==> config.mk <==
export PLATFORM = sky130hd
export DESIGN_NAME = ram_fifo_ctrl
export DESIGN_NICKNAME = d
export VERILOG_FILES = /design/src/rtl/ram_fifo_ctrl.sv
export SDC_FILE = /design/constraint.sdc
export NUM_CORES = 1
export LEC_CHECK = 0
export CAP_MARGIN = 20
export CORE_MARGIN = 5
export CORE_UTILIZATION = 45
export CTS_CLUSTER_SIZE = 40
export DETAILED_ROUTE_END_ITERATION = 8
export PLACE_DENSITY_LB_ADDON = 0.05
export SETUP_SLACK_MARGIN = 0.4
export SLEW_MARGIN = 25
export SYNTH_ARGS = -nofsm -noshare
export SYNTH_HDL_FRONTEND = slang
export SYNTH_SLANG_ARGS = --single-unit
==> constraint.sdc <==
create_clock -name clk -period 2.55 [get_ports clk]
set_input_delay 0.255 -clock clk [delete_from_list [all_inputs] [get_ports clk]]
set_output_delay 0.255 -clock clk [all_outputs]
set_load 0.01 [all_outputs]
==> src/rtl/ram_fifo_ctrl.sv <==
// FIFO controller in front of a single-port synchronous RAM.
// Arbitrates one RAM operation per cycle between pushes (writes) and
// head refills (reads). Reads win. Read data is captured into an output
// holding register one cycle after the address is issued.
module ram_fifo_ctrl #(
  parameter int ADDR_WIDTH = 4,
  parameter int DATA_WIDTH = 4
) (
  input  logic                  clk,
  input  logic                  rst,
  input  logic                  in_valid,
  input  logic [DATA_WIDTH-1:0] in_data,
  output logic                  in_ready,
  output logic                  out_valid,
  output logic [DATA_WIDTH-1:0] out_data,
  input  logic                  out_ready,
  output logic [ADDR_WIDTH:0]   count,
  output logic                  ram_we,
  output logic [ADDR_WIDTH-1:0] ram_addr,
  output logic [DATA_WIDTH-1:0] ram_data_in,
  input  logic [DATA_WIDTH-1:0] ram_data_out
);

  localparam logic [ADDR_WIDTH:0] LP_DEPTH = {1'b1, {ADDR_WIDTH{1'b0}}};

  logic [ADDR_WIDTH-1:0] r_wr_ptr;
  logic [ADDR_WIDTH-1:0] r_rd_ptr;
  logic [ADDR_WIDTH:0]   r_ram_count;
  logic                  r_rd_pending;
  logic                  r_out_valid;
  logic [DATA_WIDTH-1:0] r_out_data;

  logic w_read_issue;
  logic w_push;

  // Refill the head whenever the RAM has data, no read is in flight and
  // the output register is free (or being emptied this cycle).
  assign w_read_issue = (r_ram_count != '0) && !r_rd_pending &&
                        (!r_out_valid || out_ready);

  assign in_ready = !rst && (r_ram_count < LP_DEPTH) && !w_read_issue;
  assign w_push   = in_valid && in_ready;

  // Idle cycles park the address on the read pointer; with we low it is harmless.
  assign ram_we      = w_push;
  assign ram_addr    = w_push ? r_wr_ptr : r_rd_ptr;
  assign ram_data_in = in_data;

  assign out_valid = r_out_valid;
  assign out_data  = r_out_data;
  assign count     = r_ram_count
                   + (ADDR_WIDTH+1)'(r_rd_pending)
                   + (ADDR_WIDTH+1)'(r_out_valid);

  // Pointer and occupancy bookkeeping for the RAM-resident portion.
  always_ff @(posedge clk) begin
    if (rst) begin
      r_wr_ptr    <= '0;
      r_rd_ptr    <= '0;
      r_ram_count <= '0;
    end else begin
      if (w_read_issue) begin
        r_rd_ptr    <= r_rd_ptr + ADDR_WIDTH'(1);
        r_ram_count <= r_ram_count - (ADDR_WIDTH+1)'(1);
      end else if (w_push) begin
        r_wr_ptr    <= r_wr_ptr + ADDR_WIDTH'(1);
        r_ram_count <= r_ram_count + (ADDR_WIDTH+1)'(1);
      end
    end
  end

  // Read-in-flight flag and output holding register; capture beats drain.
  always_ff @(posedge clk) begin
    if (rst) begin
      r_rd_pending <= 1'b0;
      r_out_valid  <= 1'b0;
      r_out_data   <= '0;
    end else begin
      r_rd_pending <= w_read_issue;
      if (r_rd_pending) begin
        r_out_valid <= 1'b1;
        r_out_data  <= ram_data_out;
      end else if (r_out_valid && out_ready) begin
        r_out_valid <= 1'b0;
      end
    end
  end

endmodule

### Word level (Yosys, flattened, before mapping)

Cells that the tools add are included.

| storage, ports and cells | value |
|---|---|
| bits in registers | 19 |
| latch bits | 0 |
| RAM bits | 0 |
| ROM bits | 0 |
| bits of input ports | 12 |
| output and inout port bits | 20 |
| logic and storage cells | 34 |
| memories | 0 |

| cells by class | value |
|---|---|
| add/sub/neg operators | 6 |
| multipliers | 0 |
| divide/modulo/power cells | 0 |
| order comparisons | 1 |
| equality and inequality tests | 0 |
| shift operators | 0 |
| multiplexer cells | 5 |
| bitwise operators | 1 |
| reduce and logical (&&, ||, !) cells | 15 |

Operators with widths:

| cell | count |
|---|---|
| adder 5 x 1 -> 5 bit | 2 |
| 2-to-1 mux 5 bit | 2 |
| adder 4 x 1 -> 4 bit (second input constant) | 2 |
| logical AND 1 bit | 6 |
| adder 5 x 1 -> 5 bit (second input constant) | 1 |
| < comparator 5 bit (second input constant) | 1 |
| nonzero test 5 bit | 1 |
| subtractor 5 x 1 -> 5 bit (second input constant) | 1 |
| logical NOT 1 bit | 4 |
| 2-to-1 mux 4 bit | 1 |
| nonzero test 2 bit | 2 |
| 2-to-1 mux 1 bit | 2 |
| AND reduction 2 bit | 1 |
| logical OR 1 bit | 1 |
| NOT 1 bit | 1 |

### Logic depth before layout (Yosys ltp)

Gate-level depths: netlist of the first run.

| logic depth | value |
|---|---|
| depth after elaboration | 8 |
| gate-level depth with buffers | 9 |
| gate-level depth less buffers | 8 |

### Worst setup path after synthesis of the first run

No wires, ideal clock.

| timing | value |
|---|---|
| path type | register -> register |
| start point | register r_ram_count[2] |
| end point | register r_ram_count[4] |
| library setup time | 0.070 ns |
| arrival | 2.086 ns |
| required time | 2.480 ns |
| slack | 0.394 ns |
| stages on the path, launching flop included | 9 |
| path buffers | 1 |
| clock period less this slack | 2.156 ns |
| cell sequence | dfxtp_1 nor3_1 a221o_2 buf_2 fa_1 nand2b_1 o2bb2ai_1 or3_1 a21oi_1 |

| on the way | value |
|---|---|
| longest elaborated chain between the ends | 7 |
| elaborated cells between the ends (all ways) | 13 |
| those cells by class | add/sub (2); order compare (1); mux (2); reduce/logical (8) |

RTL lines:

| item | RTL line | source |
|---|---|---|
| from (decl) | 28 | `logic [ADDR_WIDTH:0] r_ram_count;` |
| from (signal assigned) | 64 | `r_ram_count <= r_ram_count - (ADDR_WIDTH+1)'(1);` |
| from (signal assigned) | 67 | `r_ram_count <= r_ram_count + (ADDR_WIDTH+1)'(1);` |
| parallel branches: the longest is 7 deep, another holds < comparator 5 bit | -- |  |

Parallel ways; which one is timed is not known. The select of a mux whose other input is x is not followed.
A chain may end at the register's enable or synchronous reset.

### Final worst setup path of the first run

| timing | value |
|---|---|
| start point | input out_ready |
| end point | register r_ram_count[4] |

| on the way | value |
|---|---|
| longest elaborated chain between the ends | 6 |
| elaborated cells between the ends (all ways) | 7 |
| those cells by class | mux (1); reduce/logical (6) |

RTL lines:

| item | RTL line | source |
|---|---|---|
| from (decl) | 16 | `input logic out_ready,` |
| logical OR 1 bit * | 39 | `(!r_out_valid \|\| out_ready);` |
| logical AND 1 bit * | 38 | `assign w_read_issue = (r_ram_count != '0) && !r_rd_pending &&` |
| logical NOT 1 bit | 41 | `assign in_ready = !rst && (r_ram_count < LP_DEPTH) && !w_read_issue;` |
| logical AND 1 bit | 41 |  |
| logical AND 1 bit | 42 | `assign w_push = in_valid && in_ready;` |
| nonzero test 2 bit (no source line) | -- |  |

Every way passes the cells marked *; elsewhere a longest branch is shown, timed or not.

==> flow_metrics.py, run 1 <==
metrics = {
    "final_layout": {
        "final_common_cell": "dfxtp_1",
        "fin_nets": 174,
        "diodes": 0,
        "fillCellCount": 217,
        "final_layout_size_suffix_gt1_share_pct": 27.5,
        "regArea_um2": 398,
        "final_cell_mix": "dfxtp_1 (13), clkdlybuf4s50_1 (12), buf_4 (12)",
        "multiInputGateArea_um2": 619,
        "syn2layout_area_growth_pct": 33.7,
    },
    "floorplanning": {
        "die_h_um": 58.8,
        "pin_count": 32,
        "start_util_pct": 47.6,
        "core_um2": 2250,
        "fp.dieW_um": 58.8,
        "rows": 17,
        "die_area_um2": 3460,
    },
    "sta": {
        "finalHoldViolations": 0,
        "fmax_ghz": 0.457,
        "slew-limit-headroom_pct": 79.5,
        "fin_crit_ns": 2.19,
        "setup-tns-final_ns": 0,
        "timing.final.crit_share_pct": 85.9,
        "setup_viol_count_final": 0,
        "worstMarginPinSlew_ns": 0.303,
        "setup_slack_ns": 0.361,
        "drv_slew": 0,
        "skew_ns": 0.000620,
        "rsz0062_at_grt": "true",
    },
    "logic_synthesis": {
        "synth_cell_types": 33,
        "post_synth_xor_area_fraction_pct": 4.08,
        "avgSynthCellArea_um2": 8.73,
        "synth_compound_area_share_pct": 16.8,
        "ys_seq_area_share_pct": 35.4,
        "muxShareOfSynthArea_pct": 8.86,
        "ys_seq_elements": 19,
        "synth_area_um2": 1070,
        "ys_warn_count": 0,
        "synth_fa_ha_area_share_pct": 10.7,
        "synth_cells": 123,
        "yosys.area_share.simple_pct": 14.3,
        "syn_nets": 143,
        "synth_top_family_by_area": "compound AO/OA/AOI/OAI gates",
    },
    "job": {
        "drv_cap": 0,
    },
    "critical_path": {
        "critPathLaunch": "out_ready",
        "critPathMaxFanout": 5,
        "r2r_start": "r_rd_pending",
        "arrival_ns": 2.42,
        "cp-start-kind": "input pin",
        "cp-endpoint": "r_ram_count[4]",
        "end_kind": "register",
        "cp_data_required_time_ns": 2.78,
        "crit_type": "input pin to register",
        "r2r_slack_ns": 0.39,
        "reg2reg_depth": 8,
        "regToRegEndpoint": "r_ram_count[4]",
    },
    "power": {
        "p_leak_nw": 0.646,
        "p_switching_uw": 733,
        "seqPwrFrac_pct": 26.5,
        "peakVddDrop_v": 0.000875,
        "intPower_mw": 1.03,
        "power.total_mw": 1.76,
        "combPwrFrac_pct": 64.7,
        "swShare_pct": 41.6,
        "power_density_nw_per_um2": 1230,
        "p_clk_share_pct": 8.8,
    },
    "clock_tree": {
        "cts-buffers-inserted": 3,
        "cts-root-buf": "clkbuf_4",
        "cts_num_sinks": 19,
        "postCtsHoldBufs": 0,
        "clock_latency_ns": 0.29,
        "clk_path_buf_depth": 2,
        "htree_num_levels": 1,
        "cts.clk_slew.worst_paths_ns": 0.11,
        "cts_tree": "built",
    },
    "worst_hold_path": {
        "worstHoldPathType": "register to register",
    },
    "grt": {
        "grt_pass1_wl_um": 4250,
        "grtUsageTotal_pct": 15.9,
        "grt_overflow": 0,
        "antenna_found_initial": 0,
        "grt_pass1_vias": 956,
        "grt_max_degree": 18,
    },
    "placement": {
        "dpl.hpwl_um": 1870,
        "portBuffers": 23,
        "routabilityCongestion": 0.882,
        "placement.setup.worst_slack_ns": 0.0729,
    },
    "routing": {
        "drt_first_iter_violations": 26,
        "first_pass_iters": 4,
        "drt-vias-per-instance": 5.38,
        "postRouteAntennaNets": 0,
        "drc": 0,
        "dr_total_vias": 973,
        "wl_per_cell_um": 14.7,
        "totalWireLength_um": 2650,
    },
    "status": {
        "status": "finished clean",
    },
}
==> cell usage after synthesis (all sizes together) <==
cell type,instances,area (µm²)
fa,2,40.0
nor3,4,20.0
nand3,6,30.0
and2,1,6.26
o31ai,1,7.51
o2bb2ai,1,8.76
xnor2,3,26.3
o21ai,8,40.0
o311a,1,10.0
a221o,1,11.3
a31o,1,8.76
buf,9,60.1
nand2,5,18.8
nor2,11,41.3
or3,4,25.0
clkbuf,1,3.75
o21ba,1,10.0
nand2b,1,6.26
dfxtp,19,380
xor2,2,17.5
ha,6,75.1
a211oi,2,15.0
o311ai,1,8.76
inv,11,41.3
a21oi,10,50.1
a41o,1,10.0
and3,1,6.26
mux2i,5,50.1
mux2,4,45.0
==> worst min-delay path by stage <==
stage | to | slack [ns] | depth (start not counted) | start
2_1_floorplan | out_data[0] | 0.40 | 2 | ram_data_out[0]
3_3_place_gp | r_wr_ptr[3] | 0.46 | 1 | r_wr_ptr[3]
3_5_place_dp | r_wr_ptr[3] | 0.47 | 1 | r_wr_ptr[3]
4_1_cts | r_wr_ptr[3] | 0.49 | 1 | r_wr_ptr[3]
5_1_grt | r_wr_ptr[3] | 0.50 | 1 | r_wr_ptr[3]
6_report | r_wr_ptr[3] | 0.48 | 1 | r_wr_ptr[3]
==> worst max-delay path: stages <==
cell and delay (ns):
clkdlybuf4s50_1 0.46, inv_1 0.05, a221o_2 0.39, buf_4 0.17, fa_2 0.36, nand2b_1 0.16
o2bb2ai_2 0.13, or3_1 0.31, a21oi_1 0.13
==> layer usage <==
metal  routed length (µm)  vias to the layer above  track usage (%)
li1                     -                      487                -
met1                 1230                      448             20.9
met2                 1210                       34             24.3
met3                  195                        4             4.82
met4                   14                        0             6.15
met5                    0                        -                0
==> what timing repair did <==
item	CTS	global route
buffers inserted	4	3
endpoints found under the hold margin	0	0
pin swaps	2	2
setup endpoints to repair	12	11
gates resized for setup	18	22
==> registers in the layout, indices dropped and copies added (netlist names) <==
register	flops
out_valid	1
r_rd_ptr	4
r_rd_pending	1
r_wr_ptr	4
r_ram_count	5
out_data	4
==> kinds of logic (layout without fill, tap and decap cells) <==
group,count (synthesis),in the layout
simple gates,33,33
compound gates,28,28
buf+inv,21,51
flops,19,19
mux,9,9
fa+ha+maj,8,8
xor+xnor,5,5
==> per-stage QoR <==
| step | std cells | hold WS (ns) | utilization (%) | instance area (µm²) |
|---|---|---|---|---|
| 5_1_grt | 181 | 0.502 | 63.7 | 1440 |
| 6_report | 181 | 0.480 | 63.7 | 1440 |
| 3_5_place_dp | 170 | 0.468 | 58.7 | 1320 |
| 4_1_cts | 178 | 0.486 | 61.3 | 1380 |
| 3_3_place_gp | 170 | 0.459 | 58.7 | 1320 |
| 2_1_floorplan | 123 | 0.402 | - | 1080 |
==> power by group through the flow <==
| stage | logic, mW | registers, mW | clock network, mW |
|---|---|---|---|
| finish | 1.14 | 0.466 | 0.155 |
| global route | 1.27 | 0.478 | 0.175 |
| CTS | 1.04 | 0.461 | 0.161 |
| detailed placement | 1.01 | 0.463 | 0 |
| global placement | 0.989 | 0.463 | 0 |
| floorplan | 0.676 | 0.454 | 0 |
==> cell type report <==
class                      instances  area share (%)
tap                               28            2.44
sequential                        19            27.7
inverter                          11            3.05
multi-input combinational         83            43.2
timing repair buffer              36            21.8
clock buffer                       4            1.83
Power figures use the tool's default switching activity.
==> run 2, diff against run 1 <==
- CTS_CLUSTER_DIAMETER: default -> 120
- SLEW_MARGIN: 25 -> 5
==> results of run 2 <==
No change in the layout: final DEF, timing and power equal those of run 1.
